==> config.mk <==
export PLATFORM = sky130hd
export DESIGN_NAME = pu_accum_seq
export DESIGN_NICKNAME = d
export VERILOG_FILES = /design/src/rtl/pu_accum_seq.sv
export SDC_FILE = /design/constraint.sdc
export NUM_CORES = 1
export LEC_CHECK = 0
export CORE_ASPECT_RATIO = 0.75
export CORE_MARGIN = 2
export CORE_UTILIZATION = 33
export CTS_BUF_LIST = sky130_fd_sc_hd__clkbuf_8
export DETAILED_ROUTE_END_ITERATION = 10
export PLACE_DENSITY_LB_ADDON = 0.25
export SYNTH_ARGS = -nofsm -noshare
export SYNTH_HDL_FRONTEND = slang
export SYNTH_SLANG_ARGS = --single-unit
==> constraint.sdc <==
create_clock -name clk -period 1.8 [get_ports clk]
set_clock_uncertainty 0.1 [all_clocks]
set_input_delay 0.18 -clock clk [delete_from_list [all_inputs] [get_ports clk]]
set_output_delay 0.18 -clock clk [all_outputs]
set_load 0.005 [all_outputs]
==> src/rtl/pu_accum_seq.sv <==
// pu_accum_seq
// Control sequencer for one accumulator processing unit. It accepts one job
// descriptor (addend count + per-addend negate mask) at a time. It drives
// signal_load/init/neg paced by arg_valid, then waits out the accumulator's
// two internal register stages. Next it registers the result with signal_oe
// and holds it (res_valid) until the consumer takes it.
//
// Build option: define PU_ACCUM_SEQ_OVF_STICKY_EN to enable a sticky overflow
// flag on res_ovf, captured from res_attr[OVERFLOW] while the result is held.
// Without it, res_ovf is tied low and res_attr is ignored.
module pu_accum_seq #(
  parameter int MAX_ARGS   = 8,  // maximum addends per job, width of the negate mask
  parameter int CNT_WIDTH  = 4,  // width of cmd_count; 2**CNT_WIDTH must exceed MAX_ARGS
  parameter int ATTR_WIDTH = 4,  // width of the accumulator attribute bus
  parameter int OVERFLOW   = 1   // index of the overflow bit within res_attr
) (
  input  logic                  clk,
  input  logic                  rst,           // asynchronous, active low
  // job descriptor
  input  logic                  cmd_valid,
  output logic                  cmd_ready,
  input  logic [CNT_WIDTH-1:0]  cmd_count,
  input  logic [MAX_ARGS-1:0]   cmd_neg_mask,
  output logic                  cmd_err,
  // addend pacing
  input  logic                  arg_valid,
  output logic                  arg_ready,
  // accumulator control
  output logic                  signal_load,
  output logic                  signal_init,
  output logic                  signal_neg,
  output logic                  signal_oe,
  // result handshake
  output logic                  res_valid,
  input  logic                  res_ready,
  input  logic [ATTR_WIDTH-1:0] res_attr,
  output logic                  res_ovf,
  // status
  output logic                  busy
);

  // The mask is widened to the full index range so indexing by idx_q never
  // needs a range check; the padding bits are constant zero.
  localparam int MASK_EXT_W = 1 << CNT_WIDTH;

  localparam logic [CNT_WIDTH-1:0] MAX_CNT = CNT_WIDTH'(MAX_ARGS);
  localparam logic [CNT_WIDTH-1:0] CNT_ONE = CNT_WIDTH'(1);

  typedef enum logic [2:0] {
    ST_IDLE    = 3'd0,
    ST_LOAD    = 3'd1,
    ST_SETTLE1 = 3'd2,  // accumulator operand-register stage
    ST_SETTLE2 = 3'd3,  // accumulator acc-register stage
    ST_OUT     = 3'd4,  // data_out register captures the sum
    ST_HOLD    = 3'd5   // result presented until res_ready
  } state_t;

  state_t                 state_q, state_d;
  logic [CNT_WIDTH-1:0]   idx_q, idx_d;
  logic [CNT_WIDTH-1:0]   count_q, count_d;
  logic [MAX_ARGS-1:0]    mask_q, mask_d;
  logic                   cmd_err_q, cmd_err_d;

  // Registered state-decoded outputs
  logic                   cmd_ready_q;
  logic                   busy_q;
  logic                   oe_q;
  logic                   res_valid_q;

  logic [MASK_EXT_W-1:0]  mask_ext;
  logic [CNT_WIDTH-1:0]   last_idx;
  logic                   count_ok;
  logic                   in_load;
  logic                   load_fire;

  assign mask_ext  = MASK_EXT_W'(mask_q);
  assign last_idx  = count_q - CNT_ONE;
  assign count_ok  = (cmd_count != '0) && (cmd_count <= MAX_CNT);
  assign in_load   = (state_q == ST_LOAD);
  assign load_fire = in_load & arg_valid;

  // Next-state and job-register update decisions
  always_comb begin
    state_d   = state_q;
    idx_d     = idx_q;
    count_d   = count_q;
    mask_d    = mask_q;
    cmd_err_d = 1'b0;
    case (state_q)
      ST_IDLE: begin
        if (cmd_valid) begin
          count_d = cmd_count;
          mask_d  = cmd_neg_mask;
          idx_d   = '0;
          if (count_ok) begin
            state_d = ST_LOAD;
          end else begin
            // Rejected job: report it once and remain ready for the next one
            cmd_err_d = 1'b1;
          end
        end
      end
      ST_LOAD: begin
        // A stall (arg_valid low) simply waits; there is no timeout
        if (arg_valid) begin
          if (idx_q == last_idx) begin
            state_d = ST_SETTLE1;
          end else begin
            idx_d = idx_q + CNT_ONE;
          end
        end
      end
      ST_SETTLE1: state_d = ST_SETTLE2;
      ST_SETTLE2: state_d = ST_OUT;
      ST_OUT:     state_d = ST_HOLD;
      ST_HOLD: begin
        if (res_ready) begin
          state_d = ST_IDLE;
        end
      end
      default: state_d = ST_IDLE;
    endcase
  end

  // Sequencer state, job registers and registered status/handshake outputs
  always_ff @(posedge clk or negedge rst) begin
    if (!rst) begin
      state_q     <= ST_IDLE;
      idx_q       <= '0;
      count_q     <= '0;
      mask_q      <= '0;
      cmd_err_q   <= 1'b0;
      cmd_ready_q <= 1'b1;
      busy_q      <= 1'b0;
      oe_q        <= 1'b0;
      res_valid_q <= 1'b0;
    end else begin
      state_q     <= state_d;
      idx_q       <= idx_d;
      count_q     <= count_d;
      mask_q      <= mask_d;
      cmd_err_q   <= cmd_err_d;
      cmd_ready_q <= (state_d == ST_IDLE);
      busy_q      <= (state_d != ST_IDLE);
      oe_q        <= (state_d == ST_OUT) || (state_d == ST_HOLD);
      res_valid_q <= (state_d == ST_HOLD);
    end
  end

  // Load-side controls follow arg_valid in the same cycle, so they are
  // combinational from the LOAD state; everything else comes from flops.
  // signal_oe is only high in OUT/HOLD, so it can never coincide with a load.
  assign signal_load = load_fire;
  assign arg_ready   = load_fire;
  assign signal_init = load_fire & (idx_q == '0);
  assign signal_neg  = load_fire & mask_ext[idx_q];
  assign signal_oe   = oe_q;
  assign res_valid   = res_valid_q;
  assign cmd_ready   = cmd_ready_q;
  assign busy        = busy_q;
  assign cmd_err     = cmd_err_q;

`ifdef PU_ACCUM_SEQ_OVF_STICKY_EN
  logic res_ovf_q;
  logic cmd_fire;

  assign cmd_fire = cmd_valid & cmd_ready_q;

  // Sticky overflow: cleared by each accepted command, set while the result
  // is held if the accumulator flags overflow, and kept through IDLE.
  always_ff @(posedge clk or negedge rst) begin
    if (!rst) begin
      res_ovf_q <= 1'b0;
    end else if (cmd_fire) begin
      res_ovf_q <= 1'b0;
    end else if ((state_q == ST_HOLD) && res_attr[OVERFLOW]) begin
      res_ovf_q <= 1'b1;
    end
  end

  assign res_ovf = res_ovf_q;
`else
  logic unused_res_attr;

  assign unused_res_attr = ^res_attr;
  assign res_ovf         = 1'b0;
`endif

endmodule

* Yosys cells after proc, flatten, opt, wreduce, memory -nomap -nowiden *
Cells that the tools add are included.

storage, ports and cells
  flip-flop bits (word level) = 24
  input port bits = 21
  output and inout port bits = 10
  logic and storage cells = 52

operators by class
  add/subtract/negate cells = 2
  magnitude comparators = 2
  equality and inequality tests = 11
  multiplexer cells = 15
  bitwise gates (word level) = 3
  reductions and logical operators = 10

operators with widths
  operator             number
  $pmux 3 s6           1
  $mux 3               5
  $eq 3x3->1 const B   4
  $mux 4               3
  $pmux 4 s2           1
  $eq 3x2->1 const B   2
  $logic_not 3->1      2
  $ne 2x2->1 const B   3
  $lt 4x5->1 const B   1
  $add 4x1->4 const B  1
  $bmux 1 s4           1
  $eq 4x4->1           1
  $le 4x4->1 const B   1
  $logic_not 4->1      1
  $mux 1               4
  $reduce_and 4->1     1
  $reduce_bool 4->1    1
  $sub 4x1->4 const B  1
  $and 1x1->1          3
  $eq 3x1->1 const B   1
  $reduce_bool 3->1    1
  $reduce_and 2->1     1
  $reduce_bool 2->1    1
  $logic_and 1x1->1    1
  $logic_or 1x1->1     1

* Longest topological paths before layout *
  depth after elaboration = 7
  gate-level depth with buffers = 7
  mapped depth without buffers = 6

* Worst setup path after synthesis *
No wires, ideal clock.

  kind = flip-flop to flip-flop
  start = register count_q[0]
  end = register idx_q[1]
  library setup time = 0.147 ns
  arrival time = 1.440 ns
  required time = 1.553 ns
  slack = 0.113 ns
  cell stages (with the launch flop) = 8
  path buffers = 1
  clock period less this slack = 1.687 ns
  path through = dfrtp_1 > inv_1 > ha_1 > xor2_1 > and3_1 > buf_6 > a41oi_1 > o211ai_1

on the way
  longest elaborated chain between the ends = 4

ends and longest elaborated chain
  element                            RTL line  source
  start: declaration                 60        logic [CNT_WIDTH-1:0] count_q, count_d;
  start signal: assignment           140       count_q <= count_d;
  $sub 4x1->4                        77        assign last_idx = count_q - CNT_ONE;
  $eq 4x4->1                         106       if (idx_q == last_idx) begin
  $ne 2x2->1 (no source line)        -
  $reduce_and 4->1 (no source line)  -
  end signal: assignment             139       idx_q <= idx_d;
  end: declaration                   59        logic [CNT_WIDTH-1:0] idx_q, idx_d;

No other way between the ends.
A chain may end at the register's enable or synchronous reset.

* Final worst setup path *
  start = register idx_q[0]
  end = output signal_neg

on the way
  longest elaborated chain between the ends = 3

ends and longest elaborated chain
  element                       RTL line  source
  $bmux 1 s4                    156       assign signal_neg = load_fire & mask_ext[idx_q];
  $mux 1 (implied by the code)  156
  $and 1x1->1                   156
  end: declaration              31        output logic signal_neg,

No other way between the ends. The select of a mux whose other input is x is not followed.

==> flow_summary.json <==
{
  "post-route-worst-setup-slack_ps": -29.3,
  "wl_per_cell_um": 12.4,
  "max_cap_violations": 0,
  "vias_per_cell": 4.68,
  "cts_root_buf": "clkbuf_8",
  "ant_nets": 0,
  "fmax_mhz": 547,
  "routabilityCongestion": 0.900,
  "multiInputGateArea_sq_um": 623,
  "synth_warnings": 0,
  "synth-simple-area-share_pct": 20.7,
  "synth_xor_area_share_pct": 5.88,
  "combPwrFrac_pct": 54.4,
  "antenna_found_initial": 0,
  "num_antenna_cells": 0,
  "synth_compound_area_share_pct": 10.5,
  "drc": 0,
  "final_nets": 194,
  "worst_ep_required_time_ps": 1520,
  "crit_arrival_ps": 1550,
  "crit_fanout": 3,
  "drv_slew": 0,
  "ys_seq_area_share_pct": 47.2,
  "core-area_sq_mm": 0.00368,
  "port_buffers": 25,
  "synth.distinct_cells": 35,
  "dp_hpwl_um": 1990,
  "cts_buffers": 3,
  "track_usage_pct": 13.6,
  "tritoncts": "done",
  "place_area_sq_mm": 0.00165,
  "hp-class": "input pin to async pin",
  "fin_crit_sh_pct": 102,
  "crit_chain": "mux4_2, mux2i_1, nor3_1, clkbuf_2",
  "endpoint_kind": "output pin",
  "io_pins": 31,
  "violations": "negative setup slack",
  "crit_path_end": "signal_neg",
  "cpPeakStageDelay_ps": 520,
  "crit_family": "multiplexers",
  "register_area_sq_um": 603,
  "clkPwrFrac_pct": 15.3,
  "leakage_uw": 0.000814,
  "finalCriticalPeriod_ps": 1830,
  "slowest_stage": "mux4_2",
  "grtUsageMet2_pct": 18.2,
  "nFillCells": 348,
  "powerDensity_mw_per_mm2": 1770,
  "cp_num_cells": 4,
  "mostFrequentLayoutCells": "nand2_1, dfrtp_1, clkdlybuf4s50_1",
  "path_clk_slew_ps": 90,
  "dr.pass1.iters": 4,
  "grt_pass1_wl_um": 4430,
  "syn-num-nets": 157,
  "syn2layout_area_growth_pct": 38.3,
  "cp-start-kind": "register",
  "synthAdderAreaFrac_pct": 2.94,
  "start_util_pct": 34.6,
  "drt-initial-drc-count": 94,
  "use_met3_pct": 4.17,
  "cp-startpoint": "idx_q[0]$_DFFE_PN0P_",
  "grt_overflow": 0,
  "die_y_um": 57.9,
  "r2r_start": "state_q[2]$_DFF_PN0_",
  "fp.dieW_um": 75.8,
  "grt_max_degree": 25,
  "cts.sinks": 24,
  "hold_ws_ps": 160,
  "postLayoutCellArea_sq_mm": 0.00177,
  "seq_power_share_pct": 30.2,
  "synth_top_family_by_area": "simple AND/OR/NAND/NOR gates",
  "clock_latency_ps": 270,
  "worstSetupPathType": "register to output pin",
  "ys.flop_type": "dfrtp_1",
  "grt_pass1_vias": 940,
  "r2r_slack_ps": 40,
  "reg2reg_to": "idx_q[3]$_DFFE_PN0P_",
  "syn_inst": 133,
  "worstRegToRegCells": 6,
  "power_switching_uw": 1150,
  "synth_mux_area_share_pct": 5.10,
  "vias": 1034,
  "cts.path.max_buffers": 2,
  "layout_commonest_cell": "nand2_1",
  "grt_util_met1_pct": 20.5,
  "avgSynthCellArea_sq_um": 9.60,
  "synth_edf_count": 0,
  "htree_levels": 1,
  "ys_ff_latch": 24,
  "busiest_layer": "met1",
  "rsz0062_at_grt": "true",
  "syn_area_sq_mm": 0.00128,
  "p_int_uw": 1970,
  "status": "complete, but fails checks",
  "swShare_pct": 36.9,
  "drive_above_1_share_pct": 19.5,
  "finalWirelength_um": 2740,
  "finalHoldViolations": 0,
  "ir_drop_v": 0.000889,
  "final-setup-viol-count": 1,
  "rows": 19,
  "dieArea_sq_mm": 0.00439,
  "synthArstFlopShare_pct": 100,
  "path_buf_inv": 1
}
## cell type report
type	count	area share, %
clock buffers	3	2.34
clock inverters	1	1.70
inverters	9	1.91
multi-input cells	90	35.3
flip-flops and latches	24	34.2
well taps	52	3.69
repair buffers	42	20.9
## routing by layer
layer	vias to the layer above	part of all wire [%]
met3	4	5.8
met4	0	0.99
li1	522	-
met1	478	50
met2	30	43
met5	-	0
## cell families after synthesis
group	count (synthesis)
and+or+nand+nor	56
muxes	4
buffers and inverters	19
AOI/OAI and AO/OA	19
adders and majority gates	3
DFF	24
xor gates and xnor gates	7
other	1
## stage by stage
stage	setup TNS (ps)	setup WS [ps]	power, uW	std cells	utilization, %
after floorplan	0	113	1930	133	-
after global placement	-674	-199	2510	215	44.8
after detailed placement	-1030	-194	2540	215	44.8
after CTS	-146	-146	3030	220	47.0
after global routing	-120	-112	3360	221	47.9
final	-29.3	-29.3	3120	221	47.9
## worst min path at each step
| stage | startpoint | endpoint | slack (ps) | cells after the start |
|---|---|---|---|---|
| 2_1_floorplan | rst | busy$_DFF_PN0_ | -220 | 0 |
| 3_3_place_gp | mask_q[3]$_DFFE_PN0P_ | mask_q[3]$_DFFE_PN0P_ | 360 | 2 |
| 3_5_place_dp | mask_q[0]$_DFFE_PN0P_ | mask_q[0]$_DFFE_PN0P_ | 360 | 2 |
| 4_1_cts | rst | mask_q[1]$_DFFE_PN0P_ | 170 | 2 |
| 5_1_grt | rst | count_q[1]$_DFFE_PN0P_ | 180 | 2 |
| 6_report | rst | signal_oe$_DFF_PN0_ | 160 | 2 |
## power groups by stage
stage	combinational, uW	sequential [uW]	clock, uW
finish	1700	943	478
global route	1870	983	515
CTS	1600	937	492
detailed placement	1590	946	0
global placement	1580	935	0
floorplan	1020	909	0
## Yosys cell counts, drive strengths merged (3+ instances only)
cell type,instances,area share [%]
buf,5,3.3
clkbuf,5,1.5
dfrtp,23,45
ha,3,2.9
inv,9,2.6
nand2,35,10
nand2b,3,1.5
nand3,5,2.0
nor3,3,1.2
o211ai,4,2.4
o21ai,4,1.6
xnor2,3,2.1
xor2,3,2.1
## worst reg2reg max path, stage by stage (launching register included)
cell and delay, ps:
dfrtp_1 400, nand4bb_4 240, buf_4 160, buf_4 150, or3_1 370, o21a_1 180
o211ai_1 80
## state kept, by name, summed over array words and instances (netlist names)
name       flops
state_q        3
count_q        4
signal_oe      1
idx_q          4
cmd_err        1
busy           1
mask_q         8
res_valid      1
cmd_ready      1
## repair_timing
action	CTS	global route
setup buffers	1	1
hold buffers	0	0
pin swaps	1	0
setup endpoints to repair	4	17
cloned	0	0
gates resized for setup	8	9
Note: power is estimated with default switching activity, not from simulation.
